===== src/rtl/bp_me_pkg.sv =====
// bp_me_pkg: processor configurations, CCE address-map constants and scheduler FSM states
package bp_me_pkg;
  typedef enum logic [1:0] {e_run, e_drain, e_fenced} bp_me_cce_sched_state_e;
  typedef enum logic {e_bp_default_cfg, e_bp_oct_cfg} bp_params_e;
  localparam int dram_base_bit_lp = 31;
  localparam int block_offset_lp = 6;
  localparam int io_cce_bit_lp = 16;
  function automatic int paddr_width_f(bp_params_e c);
    return (c == e_bp_oct_cfg) ? 48 : 40;
  endfunction
  function automatic int num_cce_f(bp_params_e c);
    return (c == e_bp_oct_cfg) ? 8 : 4;
  endfunction
  function automatic int cce_id_width_f(bp_params_e c);
    return (num_cce_f(c) > 1) ? $clog2(num_cce_f(c)) : 1;
  endfunction
endpackage


===== src/rtl/bp_me_addr_to_cce_id.sv =====
// bp_me_addr_to_cce_id: DRAM lines interleave across CCEs by block index, I/O space by a fixed device field
module bp_me_addr_to_cce_id import bp_me_pkg::*; #(
  parameter bp_params_e bp_params_p = e_bp_default_cfg,
  localparam int paddr_width_p = paddr_width_f(bp_params_p),
  localparam int num_cce_p = num_cce_f(bp_params_p),
  localparam int cce_id_width_p = cce_id_width_f(bp_params_p)
) (
  input  logic [paddr_width_p-1:0]  paddr_i,
  output logic [cce_id_width_p-1:0] cce_id_o
);
  logic dram;
  logic [cce_id_width_p-1:0] field;
  logic unused_bits;
  assign dram = |paddr_i[paddr_width_p-1:dram_base_bit_lp];
  assign field = dram ? paddr_i[block_offset_lp +: cce_id_width_p] : paddr_i[io_cce_bit_lp +: cce_id_width_p];
  assign cce_id_o = cce_id_width_p'(int'(field) % num_cce_p);
  assign unused_bits = ^paddr_i;
endmodule


===== src/rtl/bp_me_cce_req_scheduler.sv =====
// bp_me_cce_req_scheduler: round-robin CCE request scheduler with credits and fence drain; stall counter under BP_ME_CCE_SCHED_STATS_EN
module bp_me_cce_req_scheduler import bp_me_pkg::*; #(
  parameter bp_params_e bp_params_p = e_bp_default_cfg,
  parameter int num_req_p = 2,
  parameter int credits_p = 4,
  localparam int paddr_width_p = paddr_width_f(bp_params_p),
  localparam int cce_id_width_p = cce_id_width_f(bp_params_p),
  localparam int src_width_lp = (num_req_p > 1) ? $clog2(num_req_p) : 1,
  localparam int cnt_width_lp = $clog2(credits_p + 1)
) (
  input  logic                               clk_i,
  input  logic                               reset_n_i,
  input  logic [num_req_p-1:0]               req_v_i,
  input  logic [num_req_p*paddr_width_p-1:0] req_paddr_i,
  output logic [num_req_p-1:0]               req_ready_o,
  output logic                               out_v_o,
  output logic [paddr_width_p-1:0]           out_paddr_o,
  output logic [cce_id_width_p-1:0]          out_cce_id_o,
  output logic [src_width_lp-1:0]            out_src_o,
  input  logic                               out_ready_i,
  input  logic                               credit_v_i,
  input  logic                               fence_i,
  output logic                               fence_done_o,
  output logic                               err_o,
  output logic [31:0]                        stall_cnt_o
);
  localparam logic [cnt_width_lp-1:0] credits_lp = cnt_width_lp'(credits_p);
  localparam logic [src_width_lp-1:0] last_req_lp = src_width_lp'(num_req_p - 1);
  bp_me_cce_sched_state_e state_r, state_n;
  logic [src_width_lp-1:0] ptr_r, gidx, out_src_r;
  logic found, grant, underflow, out_v_r, out_v_n, err_r;
  logic [cnt_width_lp-1:0] outstanding_r, outstanding_n;
  logic [paddr_width_p-1:0] paddr_a [num_req_p];
  logic [paddr_width_p-1:0] out_paddr_r;
  logic [cce_id_width_p-1:0] cce_id, out_cce_id_r;
  for (genvar i = 0; i < num_req_p; i++) begin : g_unpack
    assign paddr_a[i] = req_paddr_i[i*paddr_width_p +: paddr_width_p];
  end
  // scan downward so the requester closest to ptr wins
  always_comb begin
    found = 1'b0;
    gidx = '0;
    for (int k = num_req_p - 1; k >= 0; k--) begin
      if (req_v_i[src_width_lp'((int'(ptr_r) + k) % num_req_p)]) begin
        found = 1'b1;
        gidx = src_width_lp'((int'(ptr_r) + k) % num_req_p);
      end
    end
  end
  assign grant = reset_n_i && state_r == e_run && !fence_i && (!out_v_r || out_ready_i)
              && outstanding_r < credits_lp && found;
  assign req_ready_o = grant ? (num_req_p'(1) << gidx) : '0;
  assign underflow = credit_v_i && !grant && outstanding_r == '0;
  assign outstanding_n = (grant && !credit_v_i) ? outstanding_r + cnt_width_lp'(1)
                       : (credit_v_i && !grant && !underflow) ? outstanding_r - cnt_width_lp'(1)
                       : outstanding_r;
  assign out_v_n = grant || (out_v_r && !out_ready_i);
  // drain completes on the edge where the last credit and last transfer land
  always_comb begin
    state_n = state_r;
    if (state_r == e_run && fence_i) state_n = e_drain;
    if (state_r == e_drain && !out_v_n && outstanding_n == '0) state_n = e_fenced;
    if (state_r == e_fenced && !fence_i) state_n = e_run;
  end
  bp_me_addr_to_cce_id #(.bp_params_p(bp_params_p)) addr_map (
    .paddr_i  (paddr_a[gidx]),
    .cce_id_o (cce_id)
  );
  always_ff @(posedge clk_i) begin
    if (!reset_n_i) begin
      state_r <= e_run;
      ptr_r <= '0;
      outstanding_r <= '0;
      out_v_r <= 1'b0;
      err_r <= 1'b0;
      out_paddr_r <= '0;
      out_cce_id_r <= '0;
      out_src_r <= '0;
    end else begin
      state_r <= state_n;
      outstanding_r <= outstanding_n;
      out_v_r <= out_v_n;
      err_r <= err_r || underflow;
      if (grant) begin
        ptr_r <= (gidx == last_req_lp) ? '0 : gidx + src_width_lp'(1);
        out_paddr_r <= paddr_a[gidx];
        out_cce_id_r <= cce_id;
        out_src_r <= gidx;
      end
    end
  end
  assign out_v_o = reset_n_i && out_v_r;
  assign out_paddr_o = reset_n_i ? out_paddr_r : '0;
  assign out_cce_id_o = reset_n_i ? out_cce_id_r : '0;
  assign out_src_o = reset_n_i ? out_src_r : '0;
  assign fence_done_o = reset_n_i && state_r == e_fenced;
  assign err_o = reset_n_i && err_r;
`ifdef BP_ME_CCE_SCHED_STATS_EN
  logic [31:0] stall_cnt_r;
  always_ff @(posedge clk_i) begin
    if (!reset_n_i) stall_cnt_r <= '0;
    else if (|req_v_i && state_r == e_run && outstanding_r == credits_lp && !(&stall_cnt_r))
      stall_cnt_r <= stall_cnt_r + 32'd1;
  end
  assign stall_cnt_o = reset_n_i ? stall_cnt_r : '0;
`else
  assign stall_cnt_o = '0;
`endif
endmodule


===== config.mk =====
export PLATFORM = sky130hd
export DESIGN_NAME = bp_me_cce_req_scheduler
export DESIGN_NICKNAME = d
export VERILOG_FILES = /design/src/rtl/bp_me_pkg.sv /design/src/rtl/bp_me_addr_to_cce_id.sv /design/src/rtl/bp_me_cce_req_scheduler.sv
export SDC_FILE = /design/constraint.sdc
export NUM_CORES = 1
export LEC_CHECK = 0
export BUFFER_PORTS_ARGS = -buffer_cell sky130_fd_sc_hd__buf_4
export CELL_PAD_IN_SITES_DETAIL_PLACEMENT = 1
export CELL_PAD_IN_SITES_GLOBAL_PLACEMENT = 1
export CORE_MARGIN = 1
export CORE_UTILIZATION = 28
export DETAILED_ROUTE_END_ITERATION = 7
export PLACE_DENSITY = 0.85
export SLEW_MARGIN = 20
export SYNTH_ARGS = -nofsm -noshare
export SYNTH_HDL_FRONTEND = slang
export SYNTH_HIERARCHICAL = 1
export SYNTH_SLANG_ARGS = --single-unit

===== constraint.sdc =====
create_clock -name clk_i -period 2.4 [get_ports clk_i]
set_input_delay 0.72 -clock clk_i [delete_from_list [all_inputs] [get_ports clk_i]]
set_output_delay 0.72 -clock clk_i [all_outputs]
set_load 0.02 [all_outputs]

---- Yosys cells after proc, flatten, opt, wreduce, memory -nomap -nowiden ----
Index checks and enable logic that the tools add are counted.
storage, ports and cells
  register bits after elaboration ......... 51
  input bits .............................. 87
  output and inout bits ................... 80
  logic and storage cells ................. 77
operators by class
  $add $sub $neg .......................... 4
  magnitude comparators ................... 4
  equal/unequal tests ..................... 2
  shifts and indexed selects .............. 1
  mux-type cells .......................... 21
  bitwise gates (word level) .............. 2
  reductions and logical operators ........ 34
operators with widths
  operator                                                               count
  40-bit two-way mux                                                     4
  1-bit logical AND                                                      17
  1-bit two-way mux                                                      10
  2-bit two-way mux                                                      5
  9-bit OR reduction                                                     1
  1-bit logical NOT                                                      7
  3-bit logical NOT                                                      2
  1-bit by 3-bit < comparator with 1-bit output, second input constant   2
  3-bit two-way mux                                                      2
  3-bit by 1-bit adder with 3-bit output, second input constant          1
  1-bit logical OR                                                       3
  3-bit < comparator, second input constant                              1
  3-bit OR reduction                                                     1
  3-bit by 1-bit subtractor with 3-bit output, second input constant     1
  1-bit adder, second input constant                                     2
  2-bit by 1-bit equality test with 1-bit output, second input constant  1
  2-bit equality test, second input constant                             1
  2-bit >= comparator, second input constant                             1
  2-bit logical NOT                                                      1
  1-bit NOT with 2-bit output                                            1
  2-bit nonzero test                                                     1
  2-bit OR reduction                                                     1
  1-bit by 1-bit << shifter with 2-bit output, first input constant      1
  1-bit NOT                                                              1

---- Longest topological paths before layout ----
Gate-level depths: netlist of the first run.
  word-level depth ........................ 17
  gate-level depth with buffers ........... 8
  depth with buffers taken out ............ 8

---- Modules after synthesis ----
Netlist of the first run, hierarchy kept.
by module, submodules not included
  module                   instances  cells each  area an instance (um2)  seq. area each (um2)
  bp_me_cce_req_scheduler  1          373         3009.1                  1021.0
  bp_me_addr_to_cce_id     1          6           42.5                    0.0

---- Worst setup path after synthesis of the first run ----
OpenSTA, ideal clock, no wires.
  kind .................................... input port to output port
  from .................................... input port fence_i
  to ...................................... output port req_ready_o[0]
  arrival time ............................ 1764 ps
  data required time ...................... 1680 ps
  setup slack ............................. -84 ps
  cell stages on the path ................. 4
  buffers on the path ..................... 1
  cell sequence ........................... nor4b_4 -> nand3_2 -> clkbuf_1 -> a21oi_1
between the ends
  longest elaborated chain between the ends .. 6
RTL lines
  item                            RTL line                       text
  from (decl)                     bp_me_cce_req_scheduler.sv:22  input logic fence_i,
  1-bit logical NOT               bp_me_cce_req_scheduler.sv:50  assign grant = reset_n_i && state_r == e_run && !fence_i && (!out_v_r || out_ready_i)
  1-bit logical AND (2 in a row)  bp_me_cce_req_scheduler.sv:50
  1-bit logical AND (2 in a row)  bp_me_cce_req_scheduler.sv:51  && outstanding_r < credits_lp && found;
  2-bit two-way mux               bp_me_cce_req_scheduler.sv:52  assign req_ready_o = grant ? (num_req_p'(1) << gidx) : '0;
  to (decl)                       bp_me_cce_req_scheduler.sv:15  output logic [num_req_p-1:0] req_ready_o,
No other way between the ends.

---- Worst setup path in the final report of the first run ----
Same ends and word-level chain as after synthesis.

==> qor.tcl, run 1 <==
set qor(yosys_register_bits) 51
set qor(first_iter_violations) 67
set qor(timing.critical_path.cells) {buf_4 -> nor4b_4 -> nand3_2 -> a21oi_2 -> buf_6}
set qor(reg2reg_from) {outstanding_r[0]}
set qor(criticalPathCategory) {input port to primary output}
set qor(timing.critical_path.fanout_max) 4
set qor(post-dp-hpwl_um) 7140
set qor(yosys.area.top_type) {dfxtp_1}
set qor(critPathSlowestCell) {nor4b_4}
set qor(skew_ns) 0.00741
set qor(maxCapViolCount) 0
set qor(area_enclosed_by_the_die_boundary_mm2) 0.0113
set qor(vias_per_cell) 4.60
set qor(routability_congestion_estimate_from_global_placement) 0.812
set qor(final-hold-violation-count) 0
set qor(finalSetupTns_ns) 0
set qor(yosys_warnings) 6
set qor(antenna_cells_inserted) 0
set qor(synth_area_per_cell_um2) 8.05
set qor(height_of_the_die_um) 106
set qor(grt.total_usage_pct) 16.7
set qor(timing.reg2reg.worst_path_depth) 8
set qor(detail_route.wirelength_um) 9470
set qor(power-per-cell-area_mw_per_mm2) 524
set qor(ant_nets) 0
set qor(inserted_clock_buffers) 5
set qor(net-switching-power_mw) 0.752
set qor(start_util_pct) 29.2
set qor(sequential_cell_area_fraction_in_the_yosys_report_pct) 33.5
set qor(fin_crit_ns) 2.39
set qor(cp.required_ns) 1.68
set qor(cts.hold.buffers_added) 0
set qor(synth_area_leaders) {dfxtp_1, mux2_2, nand2_1}
set qor(power.leakage_nw) 1.87
set qor(ys_top_cells_by_count) {nand2_1, dfxtp_1, a21oi_1}
set qor(fillers) 1324
set qor(cts_root_buffer) {clkbuf_8}
set qor(critPathArrivalTime_ns) 1.67
set qor(wl_per_cell_um) 14.7
set qor(maxSlewViolCount) 0
set qor(grt_antenna_before_repair) 0
set qor(first_global_vias) 3220
set qor(areaGrowthSynthToFinish_pct) 38.9
set qor(most_common_cell_in_the_synthesized_netlist) {nand2_1}
set qor(remaining_design_rule_violation_count) 0
set qor(worstSetupPathDepth) 5
set qor(cts.clk_slew.worst_paths_ns) 0.10
set qor(switching_share_pct) 33.9
set qor(worst_setup_startpoint) {fence_i}
set qor(fin_crit_sh_pct) 99.6
set qor(drive_above_1_share_pct) 40.0
set qor(worst_slew_pin_slew_ns) 0.563
set qor(cell_type_group_with_the_largest_total_delay_on_the_critical_path) {simple AND/OR/NAND/NOR gates}
set qor(core_area_mm2) 0.0105
set qor(timing.rr.end) {state_r[1]}
set qor(cpPeakStageDelay_ns) 0.30
set qor(synthesis.instances) 379
set qor(combinationalPowerShare_pct) 33.5
set qor(run_status) {complete, no violations}
set qor(worst_ir_drop_vdd_mv) 0.236
set qor(hold_path_class) {flip-flop to flip-flop}
set qor(setup.worst_path.end) {req_ready_o[0]}
set qor(global_route.overflow_total) 0
set qor(die_width_um) 106
set qor(post-route-util_pct) 40.5
set qor(rows) 37
set qor(startpoint_type) {input port}
set qor(cts_tree) {yes}
set qor(grt_start_max_net_pins) 50
set qor(power.internal_mw) 1.47
set qor(clock_power_share_pct) 22.7
set qor(synth-edff-count) 0
set qor(synthDominantCellAreaShare_pct) 33.5
set qor(cts.sink_count) 51
set qor(ys.flop_type) {dfxtp_1}
set qor(dr.pass1.iters) 3
set qor(sequential_cell_fraction_of_total_power_pct) 43.8
set qor(placed_cells) 637
set qor(worst_skew_pair.late_latency_ns) 0.31
set qor(crit_buf_inv) 2
set qor(detailroute.via_count) 2973
set qor(finalSetupViolCount) 0
set qor(buffer_ports.inserted) 133
set qor(synthArstFlopShare_pct) 0
set qor(slew_headroom_pct) 62.4
set qor(grt_first_pass_wirelength_um) 15100
set qor(top_level_ports) 167
set qor(cts.htree.levels) 2
set qor(synth.cell_area_mm2) 0.00305
set qor(cts_buffer_depth) 2
set qor(final_cell_count_no_fill) 646
set qor(crit_path_end_kind) {primary output}
set qor(yosys.cell_types.count) 35
set qor(num-nets-final) 599
set qor(reg2reg_setup_slack_ns) 0.33
set qor(fmaxAchievable_mhz) 418
[worst reg2reg max path, stage by stage (launching register included)]
cell	delay, ns
dfxtp_1	0.42
inv_1	0.08
ha_1	0.21
ha_1	0.23
nand2b_1	0.22
mux2i_1	0.20
a211oi_1	0.27
a211oi_1	0.11
a211oi_1	0.25
[kinds of logic after synthesis]
family	Yosys count	share of synthesized area [%]
XOR/XNOR	2	0.574
flip-flops	51	33.5
multiplexers	44	16.6
AND/OR/NAND/NOR	158	25.1
other	1	0.123
buffers and inverters	61	12.2
adder cells (fa/ha/maj)	3	1.23
AO/OA/AOI/OAI	59	10.8
[routing by layer]
metal	vias up	global-route usage, %	share of wire, %
li1	1440	-	-
met3	12	2.45	4.5
met4	0	5.36	1.9
met5	-	0	0
met2	89	35.0	57
met1	1432	16.2	37
[layout make-up]
type | instances | area, um^2 | area share, %
Tap cell | 136 | 170 | 4.02
Timing Repair Buffer | 148 | 1150 | 27.2
Clock inverter | 2 | 12.5 | 0.295
Multi-Input combinational cell | 298 | 1790 | 42.2
Clock buffer | 6 | 72.6 | 1.71
Sequential cell | 51 | 1020 | 24.1
Inverter | 5 | 18.8 | 0.443
[power by group through the flow]
| stage | sequential (mW) | clock (mW) | combinational (mW) |
|---|---|---|---|
| final | 0.972 | 0.504 | 0.743 |
| after global routing | 0.980 | 0.557 | 0.816 |
| after CTS | 0.971 | 0.527 | 0.743 |
| after detailed placement | 0.991 | 0 | 0.741 |
| after global placement | 0.984 | 0 | 0.697 |
| after floorplan | 0.973 | 0 | 0.510 |
[stage by stage]
step | power [mW] | hold WS (ns) | setup WS, ns | area (um^2)
after floorplan | 1.48 | 0.429 | 0.0293 | 3170
after global placement | 1.68 | 0.438 | -0.0892 | 4140
after detailed placement | 1.73 | 0.446 | -0.137 | 4140
after CTS | 2.24 | 0.462 | 0.0224 | 4220
after global routing | 2.35 | 0.486 | -0.00115 | 4240
final | 2.22 | 0.458 | 0.00946 | 4240
[flip-flops by register name, summed over array words and instances (netlist names)]
| name | count |
|---|---|
| out_cce_id_r | 2 |
| out_src_r | 1 |
| state_r | 2 |
| outstanding_r | 3 |
| err_r | 1 |
| out_v_r | 1 |
| ptr_r | 1 |
| out_paddr_r | 40 |
[cell usage in the layout (no fill, tap or decap), drive strengths merged, types with 6 or more instances in the layout]
cell type,count
a211oi,6
a21oi,46
and2,45
buf,148
clkbuf,6
conb,32
dfxtp,51
mux2,42
nand2,86
nor2,10
[how the worst min path moves through the flow]
stage	slack, ns	startpoint	cells after the start	end
after floorplan	0.43	err_r	2	err_r
after global placement	0.44	out_paddr_r[1]	2	out_paddr_r[1]
after detailed placement	0.45	out_paddr_r[20]	2	out_paddr_r[20]
after CTS	0.46	out_paddr_r[20]	2	out_paddr_r[20]
after global routing	0.49	out_paddr_r[39]	2	out_paddr_r[39]
final	0.46	out_paddr_r[20]	2	out_paddr_r[20]
[timing repair]
action                                  4_1_cts  5_1_grt
endpoints found under the setup margin        0        2
buffers inserted                              0        2
resized for setup                             0        2
(Power assumes the default switching activity.)
==> run 2: changes to the inputs <==
Settings changed: CTS_CLUSTER_DIAMETER set to 80, RECOVER_POWER set to 25.
==> qor.tcl, run 2 (synthesis gave the netlist of run 1 again) <==
set qor(criticalPathCategory) {input port to primary output}
set qor(post-dp-hpwl_um) 7140 ;# unchanged
set qor(cts_buffer_depth) 2 ;# unchanged
set qor(fin_crit_ns) 2.39 ;# -0.00528 ns
set qor(first_global_vias) 3220 ;# unchanged
set qor(final_common_cell) {buf_4}
set qor(grt_antenna_before_repair) 0 ;# unchanged
set qor(die_width_um) 106 ;# unchanged
set qor(cts.hold.buffers_added) 0 ;# unchanged
set qor(cts.htree.levels) 2 ;# unchanged
set qor(worst_slew_pin_slew_ns) 1.09 ;# +0.531 ns
set qor(placed_cells) 637 ;# unchanged
set qor(run_status) {complete, no violations}
set qor(timing.critical_path.cells) {clkbuf_2 -> nor4b_4 -> nand3_2 -> a21oi_2 -> buf_6}
set qor(ant_nets) 0 ;# unchanged
set qor(fin_crit_sh_pct) 99.4 ;# -0.22 points
set qor(detailroute.via_count) 2965 ;# -0.27%
set qor(cts.sink_count) 51 ;# unchanged
set qor(fmaxAchievable_mhz) 419 ;# +0.22%
set qor(first_iter_violations) 63 ;# -6.0%
set qor(cts_root_buffer) {clkbuf_8}
set qor(grt_start_max_net_pins) 50 ;# unchanged
set qor(layout_top_registers) {out_paddr_r (40), outstanding_r (3)}
set qor(maxSlewViolCount) 0 ;# unchanged
set qor(detailed_place.area_mm2) 0.00414 ;# unchanged
set qor(maxCapViolCount) 0 ;# unchanged
set qor(antenna_cells_inserted) 0 ;# unchanged
set qor(hold_path_class) {flip-flop to flip-flop}
set qor(height_of_the_die_um) 106 ;# unchanged
set qor(remaining_design_rule_violation_count) 0 ;# unchanged
set qor(grt_first_pass_wirelength_um) 15100 ;# unchanged
set qor(wl_per_cell_um) 14.6 ;# -0.62%
set qor(dr.pass1.iters) 4 ;# +1
set qor(critPathSlowestCell) {nor4b_4}
set qor(critPathArrivalTime_ns) 1.67 ;# about the same
set qor(timing.critical_path.fanout_max) 4 ;# unchanged
set qor(power-per-cell-area_mw_per_mm2) 524 ;# about the same
set qor(cts.clk_slew.worst_paths_ns) 0.10 ;# about the same
set qor(area_occupied_by_multi_input_gates_mm2) 0.00179 ;# about the same
set qor(fillers) 1328 ;# +0.30%
set qor(cp.required_ns) 1.68 ;# about the same
set qor(areaGrowthSynthToFinish_pct) 38.3
set qor(finalSetupViolCount) 0 ;# unchanged
set qor(cts_tree) {yes}
set qor(worst_ir_drop_vdd_mv) 0.236 ;# about the same
set qor(detail_route.wirelength_um) 9410 ;# -0.62%
set qor(startpoint_type) {input port}
set qor(post-route-cell-area_mm2) 0.00422 ;# -0.44%
set qor(final_cell_count_no_fill) 646 ;# unchanged
set qor(pre_cts_slack_ns) -0.137 ;# unchanged
set qor(crit_path_end_kind) {primary output}
set qor(total_power_mw) 2.21 ;# -0.38%
set qor(post-route-util_pct) 40.3 ;# -0.18 points
set qor(worst_skew_pair.late_latency_ns) 0.31 ;# about the same
set qor(area_enclosed_by_the_die_boundary_mm2) 0.0113 ;# unchanged
set qor(power.leakage_nw) 1.87 ;# -0.19%
set qor(inserted_clock_buffers) 5 ;# unchanged
set qor(num-nets-final) 599 ;# unchanged
set qor(grt.total_usage_pct) 16.7 ;# unchanged
set qor(seq_area_mm2) 0.00102 ;# unchanged
set qor(post-route-worst-setup-slack_ns) 0.0147 ;# +0.00528 ns
set qor(global_route.overflow_total) 0 ;# unchanged
set qor(vias_per_cell) 4.59 ;# -0.27%
set qor(start_util_pct) 29.2 ;# unchanged
set qor(rows) 37 ;# unchanged
set qor(core_area_mm2) 0.0105 ;# unchanged
set qor(routability_congestion_estimate_from_global_placement) 0.812 ;# unchanged
set qor(cpPeakStageDelay_ns) 0.30 ;# about the same
set qor(top_level_ports) 167 ;# unchanged
set qor(drive_above_1_share_pct) 39.6 ;# -0.39 points
set qor(leading_cell_types_in_the_layout_fill_and_taps_excluded) {buf_4, nand2_1, dfxtp_1}
set qor(finalSetupTns_ns) 0 ;# unchanged
set qor(final.hold.worst_slack_ns) 0.458 ;# -0.000464 ns
set qor(slew_headroom_pct) 27.0 ;# -35 points
set qor(largest_register_ffs) 40 ;# unchanged
set qor(final-hold-violation-count) 0 ;# unchanged
set qor(skew_ns) 0.00823 ;# +0.000819 ns
set qor(largest_register) {out_paddr_r}
set qor(buffer_ports.inserted) 133 ;# unchanged
[run 2: changes by cell type in the layout (fill, tap and decap cells not counted), sizes merged]
| cell | before | now |
|---|---|---|
| buf | 148 | 144 |
| clkbuf | 6 | 10 |
[run 2: layout make-up]
class / count / area share, %
clock inverter: 2 / 0.297
timing repair buffer: 148 / 26.9
inverter: 5 / 0.445
tap: 136 / 4.03
multi-input combinational: 298 / 42.4
sequential: 51 / 24.2
clock buffer: 6 / 1.72
[run 2: worst max-delay path, delay by kind of cell]
family,cells,cell delay (ns)
AND/OR/NAND/NOR,2,0.51
buffers and inverters,2,0.26
AO/OA/AOI/OAI,1,0.17
[run 2: power by group]
group / internal (mW) / switching [mW]
sequential: 0.915 / 0.0558
combinational: 0.341 / 0.395
clock: 0.205 / 0.298
[run 2: layer usage]
metal  track usage [%]  wire length, um  up-vias
li1                  -                -     1442
met1              16.2             3370     1422
met2              35.0             5430       88
met3              2.45              427       13
met4              5.36              184        0
met5                 0                0        -
[run 2: path summary, 6_finish.rpt]
check | from | endpoint | slack [ns] | cells after the start
max | fence_i | req_ready_o[0] | 0.01 | 5
min | out_paddr_r[13] | out_paddr_r[13] | 0.46 | 2
max reg2reg | outstanding_r[0] | state_r[1] | 0.29 | 8
min reg2reg | out_paddr_r[13] | out_paddr_r[13] | 0.46 | 2
[run 2: what timing repair did]
action,4_1_cts,5_1_grt
buffers inserted,0,2
gates resized for setup,0,2
endpoints found under the setup margin,0,2
==> run 3: changes to the inputs <==
Settings changed: SETUP_SLACK_MARGIN set to 0.4.
==> qor.tcl, run 3 (synthesis gave the netlist of run 1 again) <==
set qor(run_status) {complete, no violations}
set qor(finalSetupTns_ns) 0 ;# unchanged
set qor(dr.pass1.iters) 4 ;# unchanged
set qor(startpoint_type) {input port}
set qor(post-route-cell-area_mm2) 0.00490 ;# +16%
set qor(start_util_pct) 29.2 ;# unchanged
set qor(worst_ir_drop_vdd_mv) 0.278 ;# +18%
set qor(die_width_um) 106 ;# unchanged
set qor(pre_cts_slack_ns) -0.0545 ;# +0.0828 ns
set qor(power.leakage_nw) 2.14 ;# +15%
set qor(wl_per_cell_um) 15.4 ;# +5.8%
set qor(fmaxAchievable_mhz) 428 ;# +2.2%
set qor(clock_power_share_pct) 22.3 ;# -0.5 points
set qor(worst_setup_startpoint) {fence_i}
set qor(largest_register_ffs) 40 ;# unchanged
set qor(post-route-util_pct) 46.9 ;# +6.5 points
set qor(area_enclosed_by_the_die_boundary_mm2) 0.0113 ;# unchanged
set qor(net-switching-power_mw) 0.791 ;# +5.5%
set qor(total_power_mw) 2.44 ;# +11%
set qor(finalSetupViolCount) 0 ;# unchanged
set qor(global_route.overflow_total) 0 ;# unchanged
set qor(inserted_clock_buffers) 5 ;# unchanged
set qor(critPathArrivalTime_ns) 1.61 ;# -0.06 ns
set qor(maxSlewViolCount) 0 ;# unchanged
set qor(remaining_design_rule_violation_count) 0 ;# unchanged
set qor(fin_crit_sh_pct) 97.3 ;# -2.1 points
set qor(first_global_vias) 3297 ;# +2.4%
set qor(cts.hold.buffers_added) 0 ;# unchanged
set qor(cp.required_ns) 1.68 ;# about the same
set qor(placed_cells) 635 ;# -0.31%
set qor(worst_slew_pin_slew_ns) 0.535 ;# -0.560 ns
set qor(grt_antenna_before_repair) 0 ;# unchanged
set qor(vias_per_cell) 4.60 ;# +0.18%
set qor(buffer_ports.inserted) 133 ;# unchanged
set qor(reg2reg_setup_slack_ns) 0.44 ;# +0.15 ns
set qor(sequential_cell_fraction_of_total_power_pct) 40.1 ;# -3.8 points
set qor(drive_above_1_share_pct) 51.8 ;# +12 points
set qor(detailed_place.area_mm2) 0.00414 ;# about the same
set qor(first_iter_violations) 49 ;# -22%
set qor(leading_cell_types_in_the_layout_fill_and_taps_excluded) {buf_4, nand2_1, dfxtp_1}
set qor(timing.critical_path.fanout_max) 3 ;# -1
set qor(crit_path_end_kind) {primary output}
set qor(cts.sink_count) 51 ;# unchanged
set qor(layout_top_registers) {out_paddr_r (40), outstanding_r (3)}
set qor(core_area_mm2) 0.0105 ;# unchanged
set qor(num-nets-final) 610 ;# +1.8%
set qor(cts.htree.levels) 2 ;# unchanged
set qor(power-per-cell-area_mw_per_mm2) 499 ;# -4.8%
set qor(height_of_the_die_um) 106 ;# unchanged
set qor(final.hold.worst_slack_ns) 0.457 ;# -0.000208 ns
set qor(skew_ns) 0.00814 ;# -0.0000878 ns
set qor(fin_crit_ns) 2.33 ;# -0.0506 ns
set qor(post-route-worst-setup-slack_ns) 0.0653 ;# +0.0506 ns
set qor(ant_nets) 0 ;# unchanged
set qor(detailroute.via_count) 3021 ;# +1.9%
set qor(hold_path_class) {flip-flop to flip-flop}
set qor(power.internal_mw) 1.65 ;# +13%
set qor(final_common_cell) {buf_4}
set qor(grt_first_pass_wirelength_um) 15700 ;# +4.2%
set qor(largest_register) {out_paddr_r}
set qor(top_level_ports) 167 ;# unchanged
set qor(antenna_cells_inserted) 0 ;# unchanged
set qor(cts_root_buffer) {clkbuf_8}
set qor(post-dp-hpwl_um) 6910 ;# -3.2%
set qor(fillers) 1257 ;# -5.3%
set qor(worst_skew_pair.late_latency_ns) 0.30 ;# about the same
set qor(cts_buffer_depth) 2 ;# unchanged
set qor(setup.worst_path.end) {req_ready_o[1]}
set qor(grt.total_usage_pct) 17.6 ;# +0.95 points
set qor(grt_start_max_net_pins) 50 ;# unchanged
set qor(cts.clk_slew.worst_paths_ns) 0.08 ;# -0.02 ns
set qor(maxCapViolCount) 0 ;# unchanged
set qor(cts_tree) {yes}
set qor(final-hold-violation-count) 0 ;# unchanged
set qor(combinationalPowerShare_pct) 37.6 ;# +4.3 points
set qor(rsz0062_at_grt) {yes}
set qor(timing.reg2reg.worst_path_depth) 8 ;# unchanged
set qor(reg2reg_from) {outstanding_r[0]}
set qor(rows) 37 ;# unchanged
set qor(detail_route.wirelength_um) 10100 ;# +7.6%
set qor(switching_share_pct) 32.4 ;# -1.6 points
set qor(areaGrowthSynthToFinish_pct) 60.6
set qor(criticalPathCategory) {input port to primary output}
set qor(timing.rr.end) {state_r[1]}
set qor(final_cell_count_no_fill) 657 ;# +1.7%
set qor(routability_congestion_estimate_from_global_placement) 0.777 ;# -4.3%
set qor(slew_headroom_pct) 64.3 ;# +37 points
[run 3: how the worst min path moves through the flow]
stage                         start               to  slack [ns]  depth (start not counted)
global route        out_paddr_r[31]  out_paddr_r[31]        0.48                          2
finish              out_paddr_r[16]  out_paddr_r[16]        0.46                          2
global placement    out_paddr_r[11]  out_paddr_r[11]        0.44                          2
CTS                 out_paddr_r[17]  out_paddr_r[17]        0.46                          2
floorplan                     err_r            err_r        0.43                          2
detailed placement  out_cce_id_r[1]  out_cce_id_r[1]        0.44                          2
[run 3: power by group through the flow]
stage          Combinational [mW]  Sequential, mW  Clock (mW)
2_1_floorplan               0.525           0.975           0
3_3_place_gp                0.693           0.986           0
3_5_place_dp                0.730           0.993           0
4_1_cts                     0.860           0.979       0.568
5_1_grt                     0.995           0.991       0.607
6_report                    0.919           0.981       0.545
[run 3: layer usage]
| layer | vias to the layer above | track usage [%] | wire length [um] |
|---|---|---|---|
| li1 | 1465 | - | - |
| met1 | 1444 | 18.5 | 3810 |
| met2 | 103 | 35.6 | 5750 |
| met3 | 9 | 2.76 | 463 |
| met4 | 0 | 4.66 | 104 |
| met5 | - | 0 | 0 |
[run 3: worst max-delay path, cell delays in order]
cell and delay (ns):
buf_8 0.10, nor4b_4 0.32, nand3_2 0.19, nor2_4 0.16, buf_6 0.12
[run 3: timing repair]
action	CTS	global route
resized for setup	95	37
setup endpoints to repair	53	51
setup buffers	5	3
pin swaps	4	31
gates cloned	6	0
hold endpoints to repair	0	0
[run 3: layout make-up]
| type | instances | area (um^2) | share of cell area (%) |
|---|---|---|---|
| inverter | 5 | 18.8 | 0.383 |
| tap | 136 | 170 | 3.47 |
| multi-input combinational | 298 | 1990 | 40.7 |
| timing repair buffer | 159 | 1600 | 32.5 |
| sequential | 51 | 1020 | 20.9 |
| clock buffer | 8 | 100 | 2.04 |
